### src/rtl/sensor_sink_ni.sv
// Receive-side NI for sensor flit streams: queues priority events for the sink core
// and assembles checksummed sample packets into a 16-entry sample table.
module sensor_sink_ni #(
    parameter int unsigned PRIO_DEPTH = 8
) (
    input  logic        clk,
    input  logic        rst,
    input  logic        input_req,
    input  logic [15:0] input_data,
    output logic        input_bussy,
    output logic        irq_valid,
    output logic [3:0]  irq_src,
    output logic [3:0]  irq_sensor,
    input  logic        irq_ack,
    input  logic [3:0]  rd_addr,
    output logic [7:0]  rd_data,
    output logic        update_valid,
    output logic [15:0] update_mask,
    output logic [3:0]  update_src,
    output logic [7:0]  err_count
);

    localparam int unsigned PW = (PRIO_DEPTH > 1) ? $clog2(PRIO_DEPTH) : 1;
    localparam int unsigned CW = PW + 1;
    localparam logic [CW-1:0] FULL_CNT = CW'(PRIO_DEPTH);

    typedef enum logic [1:0] {
        IDLE = 2'd0,
        BODY = 2'd1,
        TAIL = 2'd2
    } state_e;

    state_e         state_q, state_d;
    logic [3:0]     src_q;
    logic [4:0]     remaining_q;
    logic [15:0]    mask_q;
    logic [7:0]     sum_q;
    logic [7:0]     shadow_q [16];
    logic [7:0]     table_q  [16];
    logic [7:0]     rd_data_q;
    logic           update_valid_q;
    logic [15:0]    update_mask_q;
    logic [3:0]     update_src_q;
    logic [7:0]     err_q;

    logic [7:0]     prio_mem_q [PRIO_DEPTH];
    logic [PW-1:0]  wr_ptr_q, rd_ptr_q;
    logic [CW-1:0]  count_q, count_d;
    logic           bussy_q, irq_valid_q;

    logic           accept_s, push_s, pop_s;
    logic           is_prio_s, is_head_s, is_body_s, is_tail_s;
    logic           start_s, body_s, commit_s, err_s;

    assign accept_s  = input_req & ~bussy_q;
    assign is_prio_s = (input_data[15:13] == 3'b111);
    assign is_head_s = (input_data[15:13] == 3'b100);
    assign is_body_s = (input_data[15:13] == 3'b000);
    assign is_tail_s = (input_data[15:13] == 3'b110);
    assign push_s    = accept_s & is_prio_s;
    assign pop_s     = irq_ack & (count_q != {CW{1'b0}});

    // Queue occupancy next state; push is blocked by bussy so it never overflows
    always_comb begin
        count_d = count_q;
        if (push_s && !pop_s) begin
            count_d = count_q + {{(CW-1){1'b0}}, 1'b1};
        end else if (pop_s && !push_s) begin
            count_d = count_q - {{(CW-1){1'b0}}, 1'b1};
        end else begin
            count_d = count_q;
        end
    end

    // Priority event FIFO storage, pointers and registered status flags
    always_ff @(posedge clk) begin
        if (rst) begin
            for (int i = 0; i < int'(PRIO_DEPTH); i++) begin
                prio_mem_q[i] <= 8'h00;
            end
            wr_ptr_q    <= {PW{1'b0}};
            rd_ptr_q    <= {PW{1'b0}};
            count_q     <= {CW{1'b0}};
            bussy_q     <= 1'b0;
            irq_valid_q <= 1'b0;
        end else begin
            if (push_s) begin
                prio_mem_q[wr_ptr_q] <= {input_data[12:9], input_data[3:0]};
                wr_ptr_q             <= wr_ptr_q + {{(PW-1){1'b0}}, 1'b1};
            end
            if (pop_s) begin
                rd_ptr_q <= rd_ptr_q + {{(PW-1){1'b0}}, 1'b1};
            end
            count_q     <= count_d;
            bussy_q     <= (count_d == FULL_CNT);
            irq_valid_q <= (count_d != {CW{1'b0}});
        end
    end

    // Packet assembly FSM; priority flits bypass it entirely
    always_comb begin
        state_d  = state_q;
        start_s  = 1'b0;
        body_s   = 1'b0;
        commit_s = 1'b0;
        err_s    = 1'b0;
        if (accept_s && !is_prio_s) begin
            case (state_q)
                IDLE: begin
                    if (is_head_s) begin
                        start_s = 1'b1;
                        state_d = BODY;
                    end else begin
                        err_s = 1'b1;
                    end
                end
                BODY: begin
                    if (is_body_s) begin
                        body_s  = 1'b1;
                        state_d = (remaining_q == 5'd1) ? TAIL : BODY;
                    end else if (is_head_s) begin
                        err_s   = 1'b1;
                        start_s = 1'b1;
                        state_d = BODY;
                    end else begin
                        err_s   = 1'b1;
                        state_d = IDLE;
                    end
                end
                TAIL: begin
                    if (is_tail_s) begin
                        commit_s = (input_data[7:0] == sum_q);
                        err_s    = (input_data[7:0] != sum_q);
                        state_d  = IDLE;
                    end else if (is_head_s) begin
                        err_s   = 1'b1;
                        start_s = 1'b1;
                        state_d = BODY;
                    end else begin
                        err_s   = 1'b1;
                        state_d = IDLE;
                    end
                end
                default: begin
                    state_d = IDLE;
                end
            endcase
        end else begin
            state_d = state_q;
        end
    end

    // Assembly datapath, sample table, commit reporting and error counter
    always_ff @(posedge clk) begin
        if (rst) begin
            state_q        <= IDLE;
            src_q          <= 4'h0;
            remaining_q    <= 5'd0;
            mask_q         <= 16'h0000;
            sum_q          <= 8'h00;
            for (int i = 0; i < 16; i++) begin
                shadow_q[i] <= 8'h00;
                table_q[i]  <= 8'h00;
            end
            rd_data_q      <= 8'h00;
            update_valid_q <= 1'b0;
            update_mask_q  <= 16'h0000;
            update_src_q   <= 4'h0;
            err_q          <= 8'h00;
        end else begin
            state_q   <= state_d;
            rd_data_q <= table_q[rd_addr];
            if (start_s) begin
                src_q       <= input_data[12:9];
                remaining_q <= {1'b0, input_data[3:0]} + 5'd1;
                mask_q      <= 16'h0000;
                sum_q       <= 8'h00;
            end else if (body_s) begin
                shadow_q[input_data[11:8]] <= input_data[7:0];
                mask_q[input_data[11:8]]   <= 1'b1;
                sum_q       <= sum_q + input_data[7:0];
                remaining_q <= remaining_q - 5'd1;
            end
            // Table write and mask capture share the edge that accepts the tail
            if (commit_s) begin
                for (int i = 0; i < 16; i++) begin
                    if (mask_q[i]) begin
                        table_q[i] <= shadow_q[i];
                    end
                end
                update_mask_q <= mask_q;
                update_src_q  <= src_q;
            end
            update_valid_q <= commit_s;
            if (err_s && (err_q != 8'hFF)) begin
                err_q <= err_q + 8'd1;
            end
        end
    end

    assign input_bussy  = bussy_q;
    assign irq_valid    = irq_valid_q;
    assign irq_src      = prio_mem_q[rd_ptr_q][7:4];
    assign irq_sensor   = prio_mem_q[rd_ptr_q][3:0];
    assign rd_data      = rd_data_q;
    assign update_valid = update_valid_q;
    assign update_mask  = update_mask_q;
    assign update_src   = update_src_q;
    assign err_count    = err_q;

endmodule
### config.mk
export PLATFORM = sky130hd
export DESIGN_NAME = sensor_sink_ni
export DESIGN_NICKNAME = d
export VERILOG_FILES = /design/src/rtl/sensor_sink_ni.sv
export SDC_FILE = /design/constraint.sdc
export NUM_CORES = 1
export LEC_CHECK = 0
export ABC_AREA = 1
export CORE_ASPECT_RATIO = 0.75
export CORE_MARGIN = 3
export CORE_UTILIZATION = 55
export CTS_CLUSTER_DIAMETER = 150
export CTS_CLUSTER_SIZE = 28
export DETAILED_ROUTE_END_ITERATION = 12
export HOLD_SLACK_MARGIN = 0.15
export PLACE_DENSITY = 0.84
export SKIP_LAST_GASP = 1
export SYNTH_ARGS = -nofsm -noshare
export SYNTH_HDL_FRONTEND = slang
export SYNTH_SLANG_ARGS = --single-unit
### constraint.sdc
create_clock -name clk -period 3.6 [get_ports clk]
set_clock_uncertainty 0.2 [all_clocks]
set_input_delay 0.54 -clock clk [delete_from_list [all_inputs] [get_ports clk]]
set_output_delay 0.54 -clock clk [all_outputs]
set_load 0.01 [all_outputs]
After elaboration in Yosys (flattened, before gate mapping)
Memories as Yosys holds them, arrays and structs flattened. A register that Yosys moved wholly into a read port is not among the register bits.
Cells that the tools add are included.
{ "op_classes": {"n_addsub": 8, "n_reduce_logical": 17, "eq_ne": 11, "n_lt_le_gt_ge": 2, "muxes": 125, "n_bitwise": 21} }
{ "ops": {"columns": ["operator", "count"], "rows": [
  ["two-way mux 8 bit", 18],
  ["two-way mux 1 bit", 92],
  ["OR 1 bit", 16],
  ["OR 16 bit", 1],
  ["OR reduction 8 bit", 2],
  ["two-way mux 4 bit", 3],
  ["two-way mux 5 bit", 2],
  ["equality test 3 bit (second input constant)", 3],
  ["two-way mux 3 bit", 3],
  ["adder 8 x 1 -> 8 bit (second input constant)", 1],
  ["adder 8 bit", 1],
  ["equality test 8 bit", 1],
  ["!= test 8 bit", 1],
  ["!= test 8 bit (second input constant)", 1],
  ["nonzero test 4 bit", 2],
  ["adder 3 x 1 -> 3 bit (second input constant)", 2],
  ["two-way mux 2 bit", 3],
  ["case mux 1 bit (3 select lines)", 2],
  ["case mux 2 bit (3 select lines)", 1],
  ["adder 4 x 1 -> 5 bit (second input constant)", 1],
  ["equality test 5 x 1 -> 1 bit (second input constant)", 1],
  ["logical AND 1 bit", 5],
  ["< comparator 4 x 5 -> 1 bit (second input constant)", 1],
  ["subtractor 5 x 1 -> 5 bit (second input constant)", 1],
  ["16 further kinds", 20]
]} }
{ "totals": {"output_inout_bits": 47, "ram_bits": 320, "reg_bits": 76, "input_bits": 24, "n_memories": 3, "elab_cells": 201} }
{ "memory_table": {"columns": ["name", "depth", "width", "read_ports", "rd_clocked_by_memory_dff", "write_ports", "line", "source"], "rows": [
  ["shadow_q", 16, 8, 16, 0, 16, "38", "logic [7:0] shadow_q [16];"],
  ["table_q", 16, 8, 1, 1, 16, "39", "logic [7:0] table_q [16];"],
  ["prio_mem_q", 8, 8, 1, 1, 8, "46", "logic [7:0] prio_mem_q [PRIO_DEPTH];"]
]} }

Logic depth before layout (Yosys ltp)
Gate-level depths: netlist of the first run.
{ "logic_depth": {"ltp_word": 10, "ltp_mapped": 12, "depth_no_buf": 12} }

Worst setup path before layout of the first run
No wires, ideal clock.
{ "synth_timing": {"kind": "input port to flip-flop", "from": "in input_data[2]", "to": "mem table_q[4][0] (enable)", "cell_stages": 9, "path_buffers": 1, "arrival_time_ps": 2191, "path_slack_ps": 825, "setup_time_ps": 384, "t_required_ps": 3016, "path_cell_list": "ha_1 -> inv_1 -> nand3_1 -> nor2_1 -> nand2_1 -> nor2_1 -> inv_2 -> clkbuf_1 -> o21ai_0"} }
{ "synth_rtl": {"columns": ["item", "line", "source"], "rows": [
  ["from (decl)", "9", "input logic [15:0] input_data,"],
  ["to (decl)", "39", null]
]} }

==> results of run 1 <==
==> flip-flops by register name, indices dropped and copies added, names as in the netlist, named ones only <==
name and flops:
update_valid 1, input_bussy 1, table_q 128, rd_data 8
shadow_q 128, sum_q 8, irq_valid 1, count_q 4
update_mask 16, prio_mem_q 64, remaining_q 5, update_src 4
src_q 4, wr_ptr_q 3, rd_ptr_q 3, mask_q 16
err_count 8, state_q 2
==> power groups by stage <==
stage          Sequential (W)  Combinational, W  Clock [W]
2_1_floorplan         0.00530          0.000750          0
3_3_place_gp          0.00531           0.00120          0
3_5_place_dp          0.00532           0.00124          0
4_1_cts               0.00521           0.00124    0.00242
5_1_grt               0.00523           0.00138    0.00258
6_report              0.00521           0.00127    0.00242
==> area by class of cell <==
class	count	share of cell area (%)
flip-flops and latches	407	57.4
multi-input cells	1105	27.5
repair buffers	112	5.32
inverters	212	4.24
clock buffers	30	2.73
well taps	399	2.64
clock inverters	1	0.0860
==> logic make-up after synthesis <==
| kind of cell | after synthesis | share of synthesized area, % |
|---|---|---|
| adders and majority gates | 16 | 1.21 |
| DFF | 407 | 63.2 |
| AOI/OAI and AO/OA | 300 | 9.52 |
| buffers and inverters | 290 | 6.55 |
| and+or+nand+nor | 776 | 18.9 |
| xor gates and xnor gates | 13 | 0.662 |
==> Yosys cell counts, types with 9 or more instances <==
cell type	n	area, µm²
nor2_1	481	1810
edfxtp_1	272	8170
inv_1	203	762
nand2_1	197	739
o21ai_0	180	901
dfxtp_1	135	2700
clkbuf_1	65	244
nand3_1	57	285
a21oi_1	43	215
o211ai_1	33	248
o21ai_1	16	80.1
ha_1	15	188
nand2_4	10	113
xor2_1	10	87.6
a31oi_1	9	56.3
nand3_2	9	90.1
==> metal layers <==
| metal | routed length (µm) | part of all wire, % | global-route usage (%) |
|---|---|---|---|
| met5 | 0 | 0 | 0 |
| met4 | 1020 | 2.4 | 5.97 |
| met3 | 5100 | 12 | 5.79 |
| met2 | 19100 | 45 | 39.0 |
| met1 | 17500 | 41 | 35.5 |
==> how the worst max path moves through the flow <==
stage / from / end / slack (ns)
2_1_floorplan: input_data[2] / table_q[4][0] / 0.83
3_3_place_gp: input_data[2] / table_q[3][0] / 0.39
3_5_place_dp: input_data[2] / table_q[3][0] / 0.27
4_1_cts: flop / irq_sensor[2] / 0.21
5_1_grt: flop / irq_src[2] / 0.04
6_report: flop / irq_sensor[2] / 0.20
==> stage by stage <==
step / std cells / hold slack [ns] / power [W] / utilization (%) / worst slack (ns)
floorplan: 1802 / 0.226 / 0.00605 / - / 0.825
global placement: 2235 / 0.239 / 0.00651 / 60.3 / 0.391
detailed placement: 2235 / 0.243 / 0.00656 / 60.3 / 0.267
CTS: 2266 / 0.159 / 0.00888 / 62.1 / 0.207
global route: 2266 / 0.181 / 0.00919 / 62.1 / 0.0433
finish: 2266 / 0.173 / 0.00890 / 62.1 / 0.196
==> run metrics, run 1 <==
GR Overflow Total=0; Seq/Total Area, Yosys=63.2%; most common cell after layout, fill and taps aside=nor2_1; number of routed nets with antenna violations=0; root buffer cell=clkbuf_16; Synthesized Nets=1842; cell depth of the worst hold path=2; Slew headroom=30.3%; endpoints failing setup=0; clock network power share=27.2%; Vias=12887; CP max stage cell=clkdlybuf4s50_1; syn_area_per_cell=9.55 µm²; placed cell areas=18400 µm²; Power Density=470 nW/µm²; worst setup path class=flop to primary output; Hold-fix buffers, CTS=0; Netlist cell types=44; final routed DRC violation total=0; critical-path cell list=inv_1 -> buf_4 -> o21ai_0 -> o22ai_1 -> nor2_1 -> a31oi_1 -> clkdlybuf4s50_1; FF-to-FF Start=state_q[0]; RSZ-0062 raised after global routing=false; Post-synth EDFFs=272; total of warnings raised by yosys=0; CTS tree=yes; FF/Latch Area=10900 µm²; max cap viols=0; area of the multi-input gates=5210 µm²; sw power=0.00232 W; pin count of the biggest net entering global routing=65; # Post-CTS Setup Buffers=0; Clock Tree Buf Depth=3; Post-Route WL=42800 µm; Synth Instances=1802; critical path buffer and inverter count=3; PostCTS Resize Cnt=0; H-tree levels=1; # IOs=71; family with the most delay on the worst path=buffers and inverters; vias in the first global route=12251; Internal=0.00657 W; FMAX=0.294 GHz; Peak VDD IR=320 µV; All-Layer GR Usage=24.9%; Worst path depth=7; full die area=33500 µm²; Worst R2R Path Depth=8; DR pass1 iterations=5; port bufs=70; final hold violation count=0; Sink Count=407; ys flop type=edfxtp_1; Pleak=7.51 nW; status=finished clean; GP Congestion=0.921; crit-path max FO=17; max-slew violations=0; clock latency on the worst-skew pair=0.54 ns; Final TNS setup=0 ns; CP Launch Type=flop; Syn Std Cell Area=17200 µm²; Fill cells=2369; share of cells above drive strength 1=5.68%; min-delay src=rst; WP data required=2.86 ns; Layout Nets=1896; delay of the slowest critical-path stage=0.60 ns; first-pass GRT wire length=66000 µm; power share of the sequential group=58.6%; Hold EP=count_q[0]; Gate power share=14.2%; register clock-pin slew on the reported worst setup and hold paths=0.10 ns; asr flop ratio synth=0%; WL per Instance=18.9 µm; core box area=30500 µm²; Die Width=210 µm; Final HPWL DP=29100 µm; Crit. End Element=primary output; Worst-Margin Slew=1.04 ns; FF+latch count, synth=407; final instance area=18900 µm²; total CTS buffers=18; area grow syn2layout=9.95%; antenna cells=0; switching share of power=26.1%; Initial Utilization=56.4%; vias per cell=5.69; die height=159 µm; Iter 0 DRT Violations=1578; clock period minus worst slack=3.40 ns; initial antenna violation count=0; crit share post-route=94.6%; crit path DAT=2.66 ns; FF-to-FF End=shadow_q[9][5]; commonest non-fill, non-tap cells in the layout=nor2_1 (481), edfxtp_1 (272), inv_1 (202); HP Class=input pin to flop; Reg2Reg Setup Slack=0.97 ns; number of core rows=55
(Power assumes the default switching activity.)
==> inputs of run 2 (changes only) <==
Settings changed: CORE_MARGIN 3 to default.
==> run 2 against run 1 <==
Net effect: global-route usage rose by 1.3 points; combinational power down 5%; critical path type unchanged; non-clock buffer count is 1 higher; die area shrank 4.4%; critical path depth down 1; largest power group unchanged; the flow now finishes with violations (DRC); cell area hardly changed; hold slack better by 0.078 ns; routed wire length is 3.5% lower; final cell count hardly changed; maximum frequency is 1.0% lower; highest routed layer is now met5.
==> run metrics, run 2 (same netlist as run 1, synthesis figures left out) <==
status=complete, but fails checks; failing checks=DRC; placed cells=2236; max-slew violations=0; Iter 0 DRT Violations=1652; endpoints failing setup=0; antenna cells=0; clock network power share=27.2%; Die Width=206 µm; Peak VDD IR=290 µV; crit path DAT=2.70 ns; initial antenna violation count=2; crit-path max FO=17; clock period minus worst slack=3.44 ns; Layout Nets=1897; Post-Route WL=41300 µm; family with the most delay on the worst path=buffers and inverters; Crit. End Element=primary output; number of non-filler instances in the completed layout=2268; share of cells above drive strength 1=5.83%; critical-path cell list=inv_1 -> o21ai_0 -> o22ai_1 -> nor2_1 -> a31oi_1 -> clkdlybuf4s50_1; WL per Instance=18.2 µm; port bufs=70; Gate power share=13.6%; CTS tree=yes; number of core rows=55; final routed DRC violation total=8; CP Launch Type=flop; GR Overflow Total=0; root buffer cell=clkbuf_16; power share of the sequential group=59.2%; area grow syn2layout=10.0%; vias per cell=5.65; switching share of power=25.9%; # Post-CTS Setup Buffers=0; most common cell after layout, fill and taps aside=nor2_1; Initial Utilization=56.4%; Clock Tree Buf Depth=3; Slew headroom=30.0%; crit share post-route=95.5%; sw power=0.00230 W; full die area=32000 µm²; die height=155 µm; CP max stage cell=clkdlybuf4s50_1; Pleak=7.52 nW; final hold violation count=0; delay of the slowest critical-path stage=0.57 ns; pin count of the biggest net entering global routing=65; Largest regs=shadow_q (128), table_q (128), prio_mem_q (64); critical path buffer and inverter count=2; Final TNS setup=0 ns; number of routed nets with antenna violations=0; register clock-pin slew on the reported worst setup and hold paths=0.10 ns; Worst-Margin Slew=1.05 ns; All-Layer GR Usage=26.2%; first-pass GRT wire length=64400 µm; core box area=30500 µm²; Internal=0.00658 W; # IOs=71; DR pass1 iterations=10; GP Congestion=0.921; worst setup path class=flop to primary output; WP data required=2.86 ns; clock latency on the worst-skew pair=0.54 ns; Sink Count=407; commonest non-fill, non-tap cells in the layout=nor2_1 (481), edfxtp_1 (272), inv_1 (202); RSZ-0062 raised after global routing=false; FMAX=0.291 GHz; Final HPWL DP=28200 µm; max cap viols=0; Vias=12813; Power Density=469 nW/µm²; vias in the first global route=11871; HP Class=flop to flop; H-tree levels=1; total CTS buffers=18
==> run 2: cell count changes in the layout (fill, tap and decap cells not counted) <==
cell	change
buf_4	+1
dfxtp_2	+2
dfxtp_1	-2
clkbuf_1	+1
==> run 2: what timing repair did <==
| item | 4_1_cts | 5_1_grt |
|---|---|---|
| hold buffers | 0 | 0 |
| gates resized for setup | 1 | 1 |
| setup endpoints to repair | 1 | 8 |
==> run 2: power groups by stage <==
stage | clock [W] | combinational, W | sequential, W
finish | 0.00241 | 0.00121 | 0.00526
global route | 0.00257 | 0.00134 | 0.00528
CTS | 0.00241 | 0.00119 | 0.00525
detailed placement | 0 | 0.00119 | 0.00536
global placement | 0 | 0.00117 | 0.00535
floorplan | 0 | 0.000750 | 0.00530
==> run 2: cell type report <==
type	count	area [µm²]
clock buffer	31	520
tap	399	499
inverter	212	802
sequential	407	10900
multi-input combinational	1105	5210
fill	2367	11500
clock inverter	1	16.3
timing repair buffer	113	1010
==> run 2: per-stage QoR <==
| stage | utilization (%) | power, W | cell area (µm²) | worst slack (ns) | hold slack (ns) |
|---|---|---|---|---|---|
| after CTS | 62.1 | 0.00885 | 18900 | 0.106 | 0.260 |
| after global routing | 62.1 | 0.00918 | 18900 | 0.0300 | 0.283 |
| final | 62.1 | 0.00888 | 18900 | 0.161 | 0.252 |
| after detailed placement | 60.3 | 0.00655 | 18400 | 0.284 | 0.242 |
| after floorplan | - | 0.00605 | 17200 | 0.825 | 0.226 |
| after global placement | 60.3 | 0.00651 | 18400 | 0.372 | 0.237 |
==> run 2: path summary, 6_finish.rpt <==
| kind | from | end | slack [ns] | cells after the start |
|---|---|---|---|---|
| max | flop | irq_sensor[0] | 0.16 | 6 |
| min reg2reg | rd_ptr_q[2] | flop | 0.25 | 2 |
| max reg2reg | state_q[0] | shadow_q[8][0] | 0.97 | 8 |
| min | rd_ptr_q[2] | flop | 0.25 | 2 |
==> run 2: metal layers <==
layer / GRT usage (%) / vias to the layer above / part of all wire [%]
li1: - / 6015 / -
met1: 38.7 / 6040 / 43
met2: 40.7 / 673 / 45
met3: 3.96 / 81 / 10
met4: 6.34 / 4 / 2.4
met5: 0 / - / 0.080
==> run 2: worst register-to-register path: cells and delay by family (launching register included) <==
family / cells / cell delay (ns)
AND/OR/NAND/NOR: 6 / 1.40
buffers and inverters: 2 / 0.31
flip-flops: 1 / 0.41
==> inputs of run 3 (changes only) <==
Settings changed: PLACE_DENSITY 0.84 to 0.73.
==> run 3 against run 2 <==
Net effect: critical endpoint is now irq_sensor[2]; global-route usage rose by 0.12 points; sequential share of layout area barely moved; final cell count barely moved; clock power barely moved; die area did not move; non-clock buffer count fell by 2; worst setup slack improved by 0.040 ns; the run still ends with DRC left; sequential power barely moved; utilization barely moved; hold slack got worse by 0.067 ns; register-to-register slack got worse by 0.02 ns.
==> run metrics, run 3 (same netlist as run 1, synthesis figures left out) <==
Iter 0 DRT Violations=1357; Final TNS setup=0 ns; FMAX=0.294 GHz; Largest regs=shadow_q (128), table_q (128), prio_mem_q (64); core box area=30500 µm²; final routed DRC violation total=10; register clock-pin slew on the reported worst setup and hold paths=0.10 ns; GR Overflow Total=0; Final WS setup=0.201 ns; HP Class=input pin to flop; crit share post-route=94.4%; root buffer cell=clkbuf_16; Initial Utilization=56.4%; failing checks=DRC; number of routed nets with antenna violations=0; max-slew violations=0; All-Layer GR Usage=26.3%; endpoints failing setup=0; Slew headroom=33.9%; GP Congestion=0.927; vias per cell=5.53; Worst-Margin Slew=0.990 ns; final hold violation count=0; Crit. End Element=primary output; Final HPWL DP=28000 µm; number of core rows=55; H-tree levels=1; pin count of the biggest net entering global routing=80; worst setup path class=flop to primary output; Pleak=7.52 nW; die height=155 µm; commonest non-fill, non-tap cells in the layout=nor2_1 (481), edfxtp_1 (272), inv_1 (202); WL per Instance=18.3 µm; Clock Tree Buf Depth=3; # Post-CTS Setup Buffers=0; most common cell after layout, fill and taps aside=nor2_1; share of cells above drive strength 1=5.73%; antenna cells=0; crit-path max FO=17; first-pass GRT wire length=64000 µm; max cap viols=0; area grow syn2layout=10.1%; Layout Nets=1895; CP Launch Type=flop; WP data required=2.86 ns; initial antenna violation count=1; crit path DAT=2.66 ns; status=complete, but fails checks; Power Density=471 nW/µm²; DR pass1 iterations=9; Vias=12537; Die Width=206 µm; RSZ-0062 raised after global routing=false; port bufs=70; Place WS=0.248 ns; CTS tree=yes; full die area=32000 µm²; Post-Route WL=41500 µm; Sink Count=407; overall power=0.00891 W; clock latency on the worst-skew pair=0.54 ns; total CTS buffers=18; vias in the first global route=11523; # IOs=71; Peak VDD IR=301 µV; clock period minus worst slack=3.40 ns
## run 3: worst paths after layout
check / from / end / slack [ns] / cells after the start
worst max-delay path: flop / irq_sensor[2] / 0.20 / 6
worst min-delay path: rst / wr_ptr_q[0] / 0.18 / 4
worst max register to register: sum_q[1] / table_q[3][4] / 0.95 / 11
worst min register to register: mask_q[10] / mask_q[10] / 0.26 / 2
## run 3: metrics by stage
stage / utilization (%) / area [µm²] / hold WS (ns) / instances
floorplan: - / 17200 / 0.226 / 1802
global placement: 60.4 / 18400 / 0.243 / 2234
detailed placement: 60.4 / 18400 / 0.243 / 2234
CTS: 62.1 / 18900 / 0.177 / 2266
global route: 62.1 / 18900 / 0.205 / 2266
finish: 62.1 / 18900 / 0.185 / 2266
## run 3: worst max-delay path, cell delays in order, from the launching register on
cell             delay, ns
dfxtp_2               0.44
inv_1                 0.43
o21ai_0               0.18
o22ai_1               0.26
nor2_1                0.07
a31oi_1               0.17
clkdlybuf4s50_1       0.57
## run 3: layer usage
metal / global-route usage (%) / up-vias / routed length [µm]
li1: - / 6016 / -
met3: 4.42 / 40 / 3910
met5: 0 / - / 0
met4: 4.06 / 0 / 507
met2: 39.0 / 515 / 18300
met1: 41.2 / 5966 / 18800
## run 3: area by class of cell
type                            instances  area, µm²
Clock buffer                           31        520
Clock inverter                          1       16.3
Tap cell                              399        499
Multi-Input combinational cell       1105       5210
Fill cell                            2518      11500
Timing Repair Buffer                  111       1020
Inverter                              212        802
Sequential cell                       407      10900
## run 3: report_power, final
part           internal [W]  switching [W]  total (W)
clock               0.00101        0.00142    0.00243
sequential          0.00513       0.000123    0.00525
combinational      0.000440       0.000786    0.00123
## run 3: repair_timing
| action | in CTS | in global routing |
|---|---|---|
| hold buffers | 0 | 0 |
| setup endpoints to repair | 0 | 8 |
| resized for setup | 0 | 2 |
